==> config.mk <==
export PLATFORM = sky130hd
export DESIGN_NAME = sc_lane_scheduler
export DESIGN_NICKNAME = d
export VERILOG_FILES = /design/src/rtl/sc_lane_sched_pkg.sv /design/src/rtl/sc_lane_rr_arbiter.sv /design/src/rtl/sc_lane_scheduler.sv
export SDC_FILE = /design/constraint.sdc
export NUM_CORES = 1
export LEC_CHECK = 0
export ABC_AREA = 1
export ABC_CLOCK_PERIOD_IN_PS = 1800
export CORE_UTILIZATION = 50
export DETAILED_ROUTE_END_ITERATION = 10
export GPL_ROUTABILITY_DRIVEN = 0
export PLACE_DENSITY = 0.72
export SLEW_MARGIN = 20
export SYNTH_ARGS = -nofsm -noshare
export SYNTH_HDL_FRONTEND = slang
export SYNTH_SLANG_ARGS = --single-unit
==> constraint.sdc <==
create_clock -name SC_LANESCHEDULER_CLOCK_50 -period 1.8 [get_ports SC_LANESCHEDULER_CLOCK_50]
set_input_delay 0.45 -clock SC_LANESCHEDULER_CLOCK_50 [delete_from_list [all_inputs] [get_ports SC_LANESCHEDULER_CLOCK_50]]
set_output_delay 0.45 -clock SC_LANESCHEDULER_CLOCK_50 [all_outputs]
set_load 0.02 [all_outputs]
==> src/rtl/sc_lane_sched_pkg.sv <==
// -----------------------------------------------------------------------------
// sc_lane_sched_pkg
// Shared definitions for the lane scheduler: FSM state encoding, per-lane
// shift-selection codes and a helper that maps a lane direction to its code.
// -----------------------------------------------------------------------------
package sc_lane_sched_pkg;

    typedef enum logic [1:0] {
        CLEAR = 2'd0,
        IDLE  = 2'd1,
        RUN   = 2'd2,
        PAUSE = 2'd3
    } sched_state_t;

    localparam logic [1:0] SHIFT_HOLD  = 2'b11;
    localparam logic [1:0] SHIFT_RIGHT = 2'b10;
    localparam logic [1:0] SHIFT_LEFT  = 2'b01;

    // Direction 1 shifts the lane left, 0 shifts it right.
    function automatic logic [1:0] shift_code(input logic dir);
        return dir ? SHIFT_LEFT : SHIFT_RIGHT;
    endfunction

endpackage

==> src/rtl/sc_lane_rr_arbiter.sv <==
// -----------------------------------------------------------------------------
// sc_lane_rr_arbiter
// Combinational round-robin arbiter. Picks the lowest-indexed pending lane at
// or above rr_ptr; if none, wraps around and picks the lowest pending lane.
// Ports:
//   pending [NUM_LANES]  lanes requesting a shift
//   rr_ptr  [PTR_W]      lane with highest priority this cycle
//   grant   [NUM_LANES]  one-hot selected lane (zero when nothing pending)
//   valid                at least one lane is pending
// -----------------------------------------------------------------------------
module sc_lane_rr_arbiter #(
    parameter int NUM_LANES = 4,
    parameter int PTR_W     = 2
) (
    input  logic [NUM_LANES-1:0] pending,
    input  logic [PTR_W-1:0]     rr_ptr,
    output logic [NUM_LANES-1:0] grant,
    output logic                 valid
);

    localparam logic [NUM_LANES-1:0] ONE = NUM_LANES'(1);

    logic [NUM_LANES-1:0] upper_mask;
    logic [NUM_LANES-1:0] req_hi;

    // Lanes at or above the pointer get first pick.
    for (genvar gi = 0; gi < NUM_LANES; gi++) begin : g_mask
        assign upper_mask[gi] = (PTR_W'(gi) >= rr_ptr);
    end

    assign req_hi = pending & upper_mask;

    // x & -x isolates the lowest set bit.
    assign grant = (|req_hi) ? (req_hi & (~req_hi + ONE))
                             : (pending & (~pending + ONE));
    assign valid = |pending;

endmodule

==> src/rtl/sc_lane_scheduler.sv <==
// -----------------------------------------------------------------------------
// sc_lane_scheduler
// Serialises the shift operations of NUM_LANES background lanes off one shared
// prescaler tick. Each lane counts its own period in ticks; due lanes are
// queued in a pending vector and issued one per clock in round-robin order.
// Optional build macro: LANE_SCHED_OVERRUN_EN enables sticky per-lane overrun
// flags; without it overrun_Out is tied low.
// Ports:
//   SC_LANESCHEDULER_CLOCK_50            system clock
//   SC_LANESCHEDULER_RESET_InLow         async reset, active low
//   SC_LANESCHEDULER_startButton_InLow   start request, active low
//   SC_LANESCHEDULER_pause_InLow         pause request, active low
//   SC_LANESCHEDULER_period_In           per-lane period in ticks (0 means 1)
//   SC_LANESCHEDULER_dir_In              per-lane direction, 1 = left
//   SC_LANESCHEDULER_clear_OutLow        clears lane registers, active low
//   SC_LANESCHEDULER_shiftselection_Out  per-lane code: 11 hold/10 right/01 left
//   SC_LANESCHEDULER_tick_Out            one-cycle pulse per prescaler wrap
//   SC_LANESCHEDULER_overrun_Out         sticky per-lane overrun flags
// -----------------------------------------------------------------------------
module sc_lane_scheduler
    import sc_lane_sched_pkg::*;
#(
    parameter int NUM_LANES    = 4,
    parameter int PRESCALE_MAX = 50000,
    parameter int PRESCALE_W   = 16,
    parameter int PERIOD_W     = 6
) (
    input  logic                          SC_LANESCHEDULER_CLOCK_50,
    input  logic                          SC_LANESCHEDULER_RESET_InLow,
    input  logic                          SC_LANESCHEDULER_startButton_InLow,
    input  logic                          SC_LANESCHEDULER_pause_InLow,
    input  logic [NUM_LANES*PERIOD_W-1:0] SC_LANESCHEDULER_period_In,
    input  logic [NUM_LANES-1:0]          SC_LANESCHEDULER_dir_In,
    output logic                          SC_LANESCHEDULER_clear_OutLow,
    output logic [2*NUM_LANES-1:0]        SC_LANESCHEDULER_shiftselection_Out,
    output logic                          SC_LANESCHEDULER_tick_Out,
    output logic [NUM_LANES-1:0]          SC_LANESCHEDULER_overrun_Out
);

    localparam int PTR_W = $clog2(NUM_LANES);

    sched_state_t state_reg, state_next;

    logic [PRESCALE_W-1:0]  presc_reg, presc_next;
    logic [PERIOD_W-1:0]    cnt_reg  [NUM_LANES];
    logic [PERIOD_W-1:0]    cnt_next [NUM_LANES];
    logic [NUM_LANES-1:0]   pending_reg, pending_next;
    logic [PTR_W-1:0]       rr_ptr_reg, rr_ptr_next;
    logic [2*NUM_LANES-1:0] shiftsel_reg, shiftsel_next;
    logic                   tick_reg;

    logic                   flush, load, running, wrap;
    logic [NUM_LANES-1:0]   due, grant, issue_vec;
    logic                   grant_valid, issue_en;
    logic [PTR_W-1:0]       grant_idx;

    // ---------------- FSM ----------------
    always_ff @(posedge SC_LANESCHEDULER_CLOCK_50 or negedge SC_LANESCHEDULER_RESET_InLow) begin
        if (!SC_LANESCHEDULER_RESET_InLow) state_reg <= CLEAR;
        else                               state_reg <= state_next;
    end

    always_comb begin
        state_next = state_reg;
        flush      = 1'b0;
        load       = 1'b0;
        running    = 1'b0;
        unique case (state_reg)
            CLEAR: begin
                flush      = 1'b1;
                state_next = IDLE;
            end
            IDLE: begin
                if (!SC_LANESCHEDULER_startButton_InLow) begin
                    load       = 1'b1;
                    state_next = RUN;
                end
            end
            RUN: begin
                running = 1'b1;
                if (!SC_LANESCHEDULER_pause_InLow) state_next = PAUSE;
            end
            PAUSE: begin
                // A restart request outranks leaving pause.
                if (!SC_LANESCHEDULER_startButton_InLow) state_next = CLEAR;
                else if (SC_LANESCHEDULER_pause_InLow)   state_next = RUN;
            end
            default: state_next = CLEAR;
        endcase
    end

    // ---------------- Prescaler ----------------
    assign wrap = running && (presc_reg == PRESCALE_W'(PRESCALE_MAX - 1));

    always_comb begin
        presc_next = presc_reg;
        if (flush)        presc_next = '0;
        else if (wrap)    presc_next = '0;
        else if (running) presc_next = presc_reg + PRESCALE_W'(1);
    end

    // ---------------- Arbitration / issue ----------------
    sc_lane_rr_arbiter #(
        .NUM_LANES (NUM_LANES),
        .PTR_W     (PTR_W)
    ) u_arb (
        .pending (pending_reg),
        .rr_ptr  (rr_ptr_reg),
        .grant   (grant),
        .valid   (grant_valid)
    );

    assign issue_en  = running && grant_valid;
    assign issue_vec = issue_en ? grant : '0;

    always_comb begin
        grant_idx = '0;
        for (int k = 0; k < NUM_LANES; k++) begin
            if (grant[k]) grant_idx = PTR_W'(k);
        end
    end

    always_comb begin
        rr_ptr_next = rr_ptr_reg;
        if (flush) rr_ptr_next = '0;
        else if (issue_en)
            rr_ptr_next = (grant_idx == PTR_W'(NUM_LANES - 1)) ? '0 : grant_idx + PTR_W'(1);
    end

    // ---------------- Per-lane counters, pending and codes ----------------
    for (genvar gi = 0; gi < NUM_LANES; gi++) begin : g_lane
        logic [PERIOD_W-1:0] period_i;
        logic [PERIOD_W-1:0] reload_i;

        assign period_i = SC_LANESCHEDULER_period_In[gi*PERIOD_W +: PERIOD_W];
        // A zero period behaves as one: due on every tick.
        assign reload_i = (period_i == '0) ? '0 : period_i - PERIOD_W'(1);
        assign due[gi]  = wrap && (cnt_reg[gi] == '0);

        always_comb begin
            cnt_next[gi] = cnt_reg[gi];
            if (flush)      cnt_next[gi] = '0;
            else if (load)  cnt_next[gi] = reload_i;
            else if (wrap)  cnt_next[gi] = (cnt_reg[gi] == '0) ? reload_i
                                                               : cnt_reg[gi] - PERIOD_W'(1);
        end

        // Issue clears the bit but a same-cycle due event sets it again, so a
        // lane being shifted as it falls due is never lost.
        always_comb begin
            pending_next[gi] = pending_reg[gi];
            if (flush)        pending_next[gi] = 1'b0;
            else if (running) pending_next[gi] = (pending_reg[gi] & ~issue_vec[gi]) | due[gi];
        end

        assign shiftsel_next[2*gi +: 2] = issue_vec[gi] ? shift_code(SC_LANESCHEDULER_dir_In[gi])
                                                        : SHIFT_HOLD;
    end

    // ---------------- Datapath registers ----------------
    always_ff @(posedge SC_LANESCHEDULER_CLOCK_50 or negedge SC_LANESCHEDULER_RESET_InLow) begin
        if (!SC_LANESCHEDULER_RESET_InLow) begin
            presc_reg    <= '0;
            for (int k = 0; k < NUM_LANES; k++) cnt_reg[k] <= '0;
            pending_reg  <= '0;
            rr_ptr_reg   <= '0;
            shiftsel_reg <= '1;
            tick_reg     <= 1'b0;
        end else begin
            presc_reg    <= presc_next;
            cnt_reg      <= cnt_next;
            pending_reg  <= pending_next;
            rr_ptr_reg   <= rr_ptr_next;
            shiftsel_reg <= shiftsel_next;
            tick_reg     <= wrap;
        end
    end

    // ---------------- Optional overrun detection ----------------
`ifdef LANE_SCHED_OVERRUN_EN
    logic [NUM_LANES-1:0] overrun_reg;
    logic [NUM_LANES-1:0] overrun_evt;

    // Due again while still waiting and not being issued this cycle.
    assign overrun_evt = due & pending_reg & ~issue_vec;

    always_ff @(posedge SC_LANESCHEDULER_CLOCK_50 or negedge SC_LANESCHEDULER_RESET_InLow) begin
        if (!SC_LANESCHEDULER_RESET_InLow) overrun_reg <= '0;
        else if (flush)                    overrun_reg <= '0;
        else                               overrun_reg <= overrun_reg | overrun_evt;
    end

    assign SC_LANESCHEDULER_overrun_Out = overrun_reg;
`else
    assign SC_LANESCHEDULER_overrun_Out = '0;
`endif

    assign SC_LANESCHEDULER_clear_OutLow       = (state_reg != CLEAR);
    assign SC_LANESCHEDULER_shiftselection_Out = shiftsel_reg;
    assign SC_LANESCHEDULER_tick_Out           = tick_reg;

endmodule
* Yosys cells after proc, flatten, opt, wreduce, memory -nomap -nowiden *
Index checks and enable logic that the tools add are counted.

word-level totals
  bits in registers = 57
  input port bits = 32
  output and inout port bits = 14
  word-level logic and storage cells = 130

cells by class
  $add $sub $neg = 12
  order comparisons = 4
  eq/ne operators = 8
  multiplexer cells = 56
  bitwise gates (word level) = 17
  reductions and logical operators = 23

operators by type and width
  operator                                                              number
  6-bit two-way mux                                                     20
  6-bit logical NOT                                                     8
  16-bit two-way mux                                                    3
  6-bit by 1-bit subtractor with 6-bit output, second input constant    8
  2-bit two-way mux                                                     17
  16-bit by 1-bit adder with 16-bit output, second input constant       1
  16-bit equality test, second input constant                           1
  1-bit two-way mux                                                     13
  4-bit AND                                                             3
  4-bit by 1-bit adder with 4-bit output, second input constant         2
  4-bit two-way mux                                                     2
  4-bit inverter                                                        2
  2-bit case mux with 4 select lines                                    1
  4-bit OR reduction                                                    2
  2-bit equality test, second input constant                            3
  1-bit logical AND                                                     6
  2-bit nonzero test                                                    3
  3-bit nonzero test                                                    2
  1-bit AND                                                             4
  1-bit by 2-bit >= comparator with 1-bit output, first input constant  2
  2-bit >= comparator, first input constant                             2
  2-bit inequality test, second input constant                          2
  1-bit inverter                                                        4
  1-bit OR                                                              4
  other kinds (5)                                                       5

* Logic depth before layout (Yosys ltp) *
  depth in word-level cells = 13
  gate-level depth with buffers = 11
  gate-level depth less buffers = 11

* Cells and area by module *
A second synthesis with hierarchy kept.

second synthesis, totals
  cells, all modules = 590
  area, all modules = 4073.9 um^2

modules (own cells, without submodules)
  module              instances  cells each  area each (um^2)  sequential area each (um^2)
  sc_lane_scheduler   1          565         3960.0            1436.4
  sc_lane_rr_arbiter  1          25          113.9             0.0

* Worst setup path after synthesis *
No wires, ideal clock.

  kind = register to register
  start = reg presc_reg[0]
  end = reg presc_reg[7]
  setup time = 127 ps
  arrival time = 1305 ps
  data required time = 1673 ps
  slack = 368 ps
  stages on the path, launching flop included = 9
  buffers on the path = 0
  clock period less this slack = 1432 ps
  cell sequence = dfrtp_1 ha_1 nand3_1 nor2_2 nand2_1 nand2_2 inv_2 nand3_1 o21ai_0

between the ends
  word-level cells in the longest chain between the ends = 4
  elaborated cells between the ends (all ways) = 7
  classes of those cells = add/sub (1); eq/ne (1); mux (3); reduce/logical (2)

ends and longest elaborated chain
  element                                                                           line                                              RTL
  from (decl)                                                                       sc_lane_scheduler.sv:44                           logic [PRESCALE_W-1:0] presc_reg, presc_next;
  from (signal assigned)                                                            sc_lane_scheduler.sv:170                          presc_reg <= presc_next;
  16-bit by 1-bit adder with 16-bit output or 16-bit equality test (tied branches)  sc_lane_scheduler.sv:99, sc_lane_scheduler.sv:93
  16-bit two-way mux or 1-bit logical AND (tied branches)                           sc_lane_scheduler.sv:99, sc_lane_scheduler.sv:93
  16-bit two-way mux                                                                sc_lane_scheduler.sv:98                           else if (wrap) presc_next = '0;
  16-bit two-way mux                                                                sc_lane_scheduler.sv:97                           if (flush) presc_next = '0;

Parallel ways exist; a longest one is shown, timed or not. The select of a mux whose other input is x is not followed.
A chain may end at the register's enable or synchronous reset.

* Final worst setup path *
  start = reg tick_reg (netlist: SC_LANESCHEDULER_tick_Out)
  end = out SC_LANESCHEDULER_tick_Out

RTL lines
  element                 line                      RTL
  from (decl)             sc_lane_scheduler.sv:50   logic tick_reg;
  from (signal assigned)  sc_lane_scheduler.sv:175  tick_reg <= wrap;
  to (decl)               sc_lane_scheduler.sv:36   output logic SC_LANESCHEDULER_tick_Out,

No word-level cell between the ends.

==> qor.yml <==
worst_setup_path:
  critical-path-slowest-cell: "clkdlybuf4s50_1"
  path_class: "reg -> out"
  r2r-end: "presc_reg[11]"
  r2r_start: "presc_reg[0]"
  r2r_cells: 8
  r2r_slack_ns: 0.17
  cp_num_buf_inv: 1
  critPathMaxStageDelay_ns: 0.59
  critPathTopFamily: "buffers and inverters"
  critPathCapture: "SC_LANESCHEDULER_tick_Out"
  cp_num_cells: 1
  required_ns: 1.35
  cp-start-kind: "register"
  cp_max_fo: 1
  crit_arrival_ns: 1.25
  crit_chain: "clkdlybuf4s50_1"
  startpoint: "SC_LANESCHEDULER_tick_Out"
  worst_setup_path_end_kind: "output pin"
synthesis:
  ys_types: 34
  synth_top_area_share_pct: 30.3
  ys_warn_count: 0
  synthCells: 581
  syn_avg_cell_area_um2: 6.96
  yosysTopAreaCell: "dfrtp_1"
  synth-seq-area-share_pct: 35.5
  ys_seq_elements: 57
  synth_area_um2: 4040
  synth_area_leaders: "dfrtp_1, nand2_1, nand3_1"
power:
  vdd_drop_max_uv: 649
  p_total_w: 0.00549
  powerDensity_nw_per_um2: 1120
  p_seq_share_pct: 31.9
  netSwitchingPower_w: 0.00231
  p_clk_share_pct: 20.6
  p_comb_share_pct: 47.5
  power_leakage_nw: 2.43
  p_sw_share_pct: 42.0
  p_int_w: 0.00319
placed_design:
  dpl.hpwl_mm: 6.61
  io_buffers: 41
  dp_slack_ns: -0.102
  place_inst: 742
route:
  first_pass_iters: 5
  vias: 3816
  wl_met2_mm: 4.23
  drtIter0Drc: 140
  wirelength_mm: 8.63
  drc_errors: 0
  antenna_left: 0
  viasPerCell: 5.03
  dr.max_layer_used: "met4"
  wl_met3_um: 328
  drt-met1-wl_mm: 3.92
  detail_route.wl_per_cell_um: 11.4
clock_network:
  clk_latency_ns: 0.34
  cts.clk_slew.worst_paths_ns: 0.07
  cts_made_buffers: 9
  cts_setup_buffers: 0
  cts_tree: "done"
  clkSinkCount: 57
  cts_buffer_depth: 2
  cts_hold_buffers: 0
  htree_levels: 3
  cts_root_buffer: "clkbuf_8"
cells_and_area:
  fin_util_pct: 63.1
  final_cells: 758
  largest_reg_flops: 24
  finalNetCount: 700
  antennaDiodeCount: 0
  layout-drive-gt1-share_pct: 13.1
  nFillCells: 698
  area_delta_synth_final_pct: 21.3
hold_path:
  hp-class: "in -> async"
timing:
  setup_violations: 0
  fin_crit_ns: 1.70
  finalCritPeriodShare_pct: 94.2
  drv_slew: 0
  grt_setup_unrepaired: "false"
  fin_tns_setup_ns: 0
  setup_slack_ns: 0.105
  skew_ns: 0.00951
  hold_viol: 0
  clock.fmax_mhz: 590
floorplanning:
  rows: 32
  die-area_um2: 8450
  die_h_um: 91.9
  initial_utilization_pct: 52.0
  core_um2: 7770
  fp.dieW_um: 91.9
  io_pins: 46
status:
  status: "complete, no violations"
global_routing:
  grt_overflow_total: 0
  grt_max_degree: 38
  antenna_found_initial: 0
  first_global_vias: 3695
  grt_pass1_wl_mm: 15.7
  grt_usage_pct: 22.8
job:
  maxCapViolCount: 0
==> power by group through the flow <==
stage          clock [W]  sequential, W  combinational (W)
5_1_grt          0.00120        0.00179            0.00301
2_1_floorplan          0        0.00173            0.00198
6_report         0.00113        0.00175            0.00261
3_3_place_gp           0        0.00176            0.00256
3_5_place_dp           0        0.00177            0.00261
4_1_cts          0.00115        0.00175            0.00263
==> logic make-up after synthesis <==
family	synth area share (%)
other	0.0928
AO/OA/AOI/OAI	4.92
flip-flops	35.5
XOR/XNOR	3.90
buffers and inverters	9.38
adder cells (fa/ha/maj)	5.26
AND/OR/NAND/NOR	40.9
==> routing by layer <==
layer  track usage, %  vias to the layer above
li1                 -                     1975
met1             28.5                     1745
met2             39.6                       82
met3             3.40                       14
met4             8.98                        0
met5                0                        -
==> per-stage QoR <==
stage / hold WS (ns) / cell area, um^2
2_1_floorplan: 0.154 / 4050
3_3_place_gp: 0.448 / 4720
3_5_place_dp: 0.448 / 4720
4_1_cts: 0.0828 / 4890
5_1_grt: 0.0897 / 4900
6_report: 0.0761 / 4900
==> cell usage after synthesis <==
| library cell | number |
|---|---|
| buf_2 | 1 |
| dfrtp_1 | 49 |
| buf_6 | 4 |
| nor2_4 | 2 |
| ha_1 | 17 |
| nand3b_1 | 3 |
| o21a_1 | 2 |
| nor2_1 | 50 |
| inv_4 | 1 |
| nand3_1 | 61 |
| nor3_1 | 11 |
| buf_4 | 4 |
| conb_1 | 1 |
| nand2_1 | 195 |
| xnor2_1 | 6 |
| nand2_4 | 7 |
| inv_1 | 67 |
| o21ai_1 | 9 |
| or2_2 | 4 |
| a31oi_4 | 1 |
| inv_2 | 10 |
| nand2_2 | 4 |
| a31oi_1 | 1 |
| nor2_2 | 4 |
| or2_1 | 4 |
| nand3_4 | 1 |
| nand4_1 | 18 |
| xor2_1 | 12 |
| o21ai_0 | 17 |
| dfstp_2 | 8 |
| a22oi_1 | 1 |
| o22ai_1 | 3 |
| nand3_2 | 2 |
| clkbuf_1 | 1 |
==> placed cells by master (no fill, tap or decap), drive strengths merged, types with 4 or more instances in the layout <==
cell type / Yosys / layout
buf: 9 / 26
nand4: 18 / 18
xor2: 12 / 12
conb: 1 / 4
nand2: 206 / 206
ha: 17 / 17
inv: 78 / 78
dfrtp: 49 / 49
nand3: 64 / 64
or2: 8 / 8
nor2: 56 / 56
clkdlybuf4s50: 0 / 31
dfstp: 8 / 8
nor3: 11 / 11
xnor2: 6 / 6
o21ai: 26 / 26
clkbuf: 1 / 14
dlygate4sd2: 0 / 9
==> what timing repair did <==
action | in CTS | in global routing
endpoints found under the setup margin | 9 | 34
pin swaps | 0 | 0
gates resized for setup | 9 | 3
hold endpoints to repair | 0 | 0
==> final cells by class <==
type	count	area [um^2]	area share, %
clock buffer	14	173	3.52
clock inverter	2	12.5	0.255
inverter	78	295	6.02
multi-input combinational	439	2250	45.9
sequential	57	1440	29.3
tap	102	128	2.60
timing repair buffer	66	607	12.4
==> how the worst min path moves through the flow <==
stage / start / endpoint / slack, ns / depth (start not counted)
after global routing: SC_LANESCHEDULER_RESET_InLow / presc_reg[4] / 0.09 / 2
after detailed placement: SC_LANESCHEDULER_RESET_InLow / presc_reg[4] / 0.45 / 2
after global placement: SC_LANESCHEDULER_RESET_InLow / presc_reg[3] / 0.45 / 2
after CTS: SC_LANESCHEDULER_RESET_InLow / presc_reg[4] / 0.08 / 2
after floorplan: SC_LANESCHEDULER_RESET_InLow / SC_LANESCHEDULER_tick_Out / 0.15 / 0
final: SC_LANESCHEDULER_RESET_InLow / presc_reg[0] / 0.08 / 2
Power figures use the tool's default switching activity.
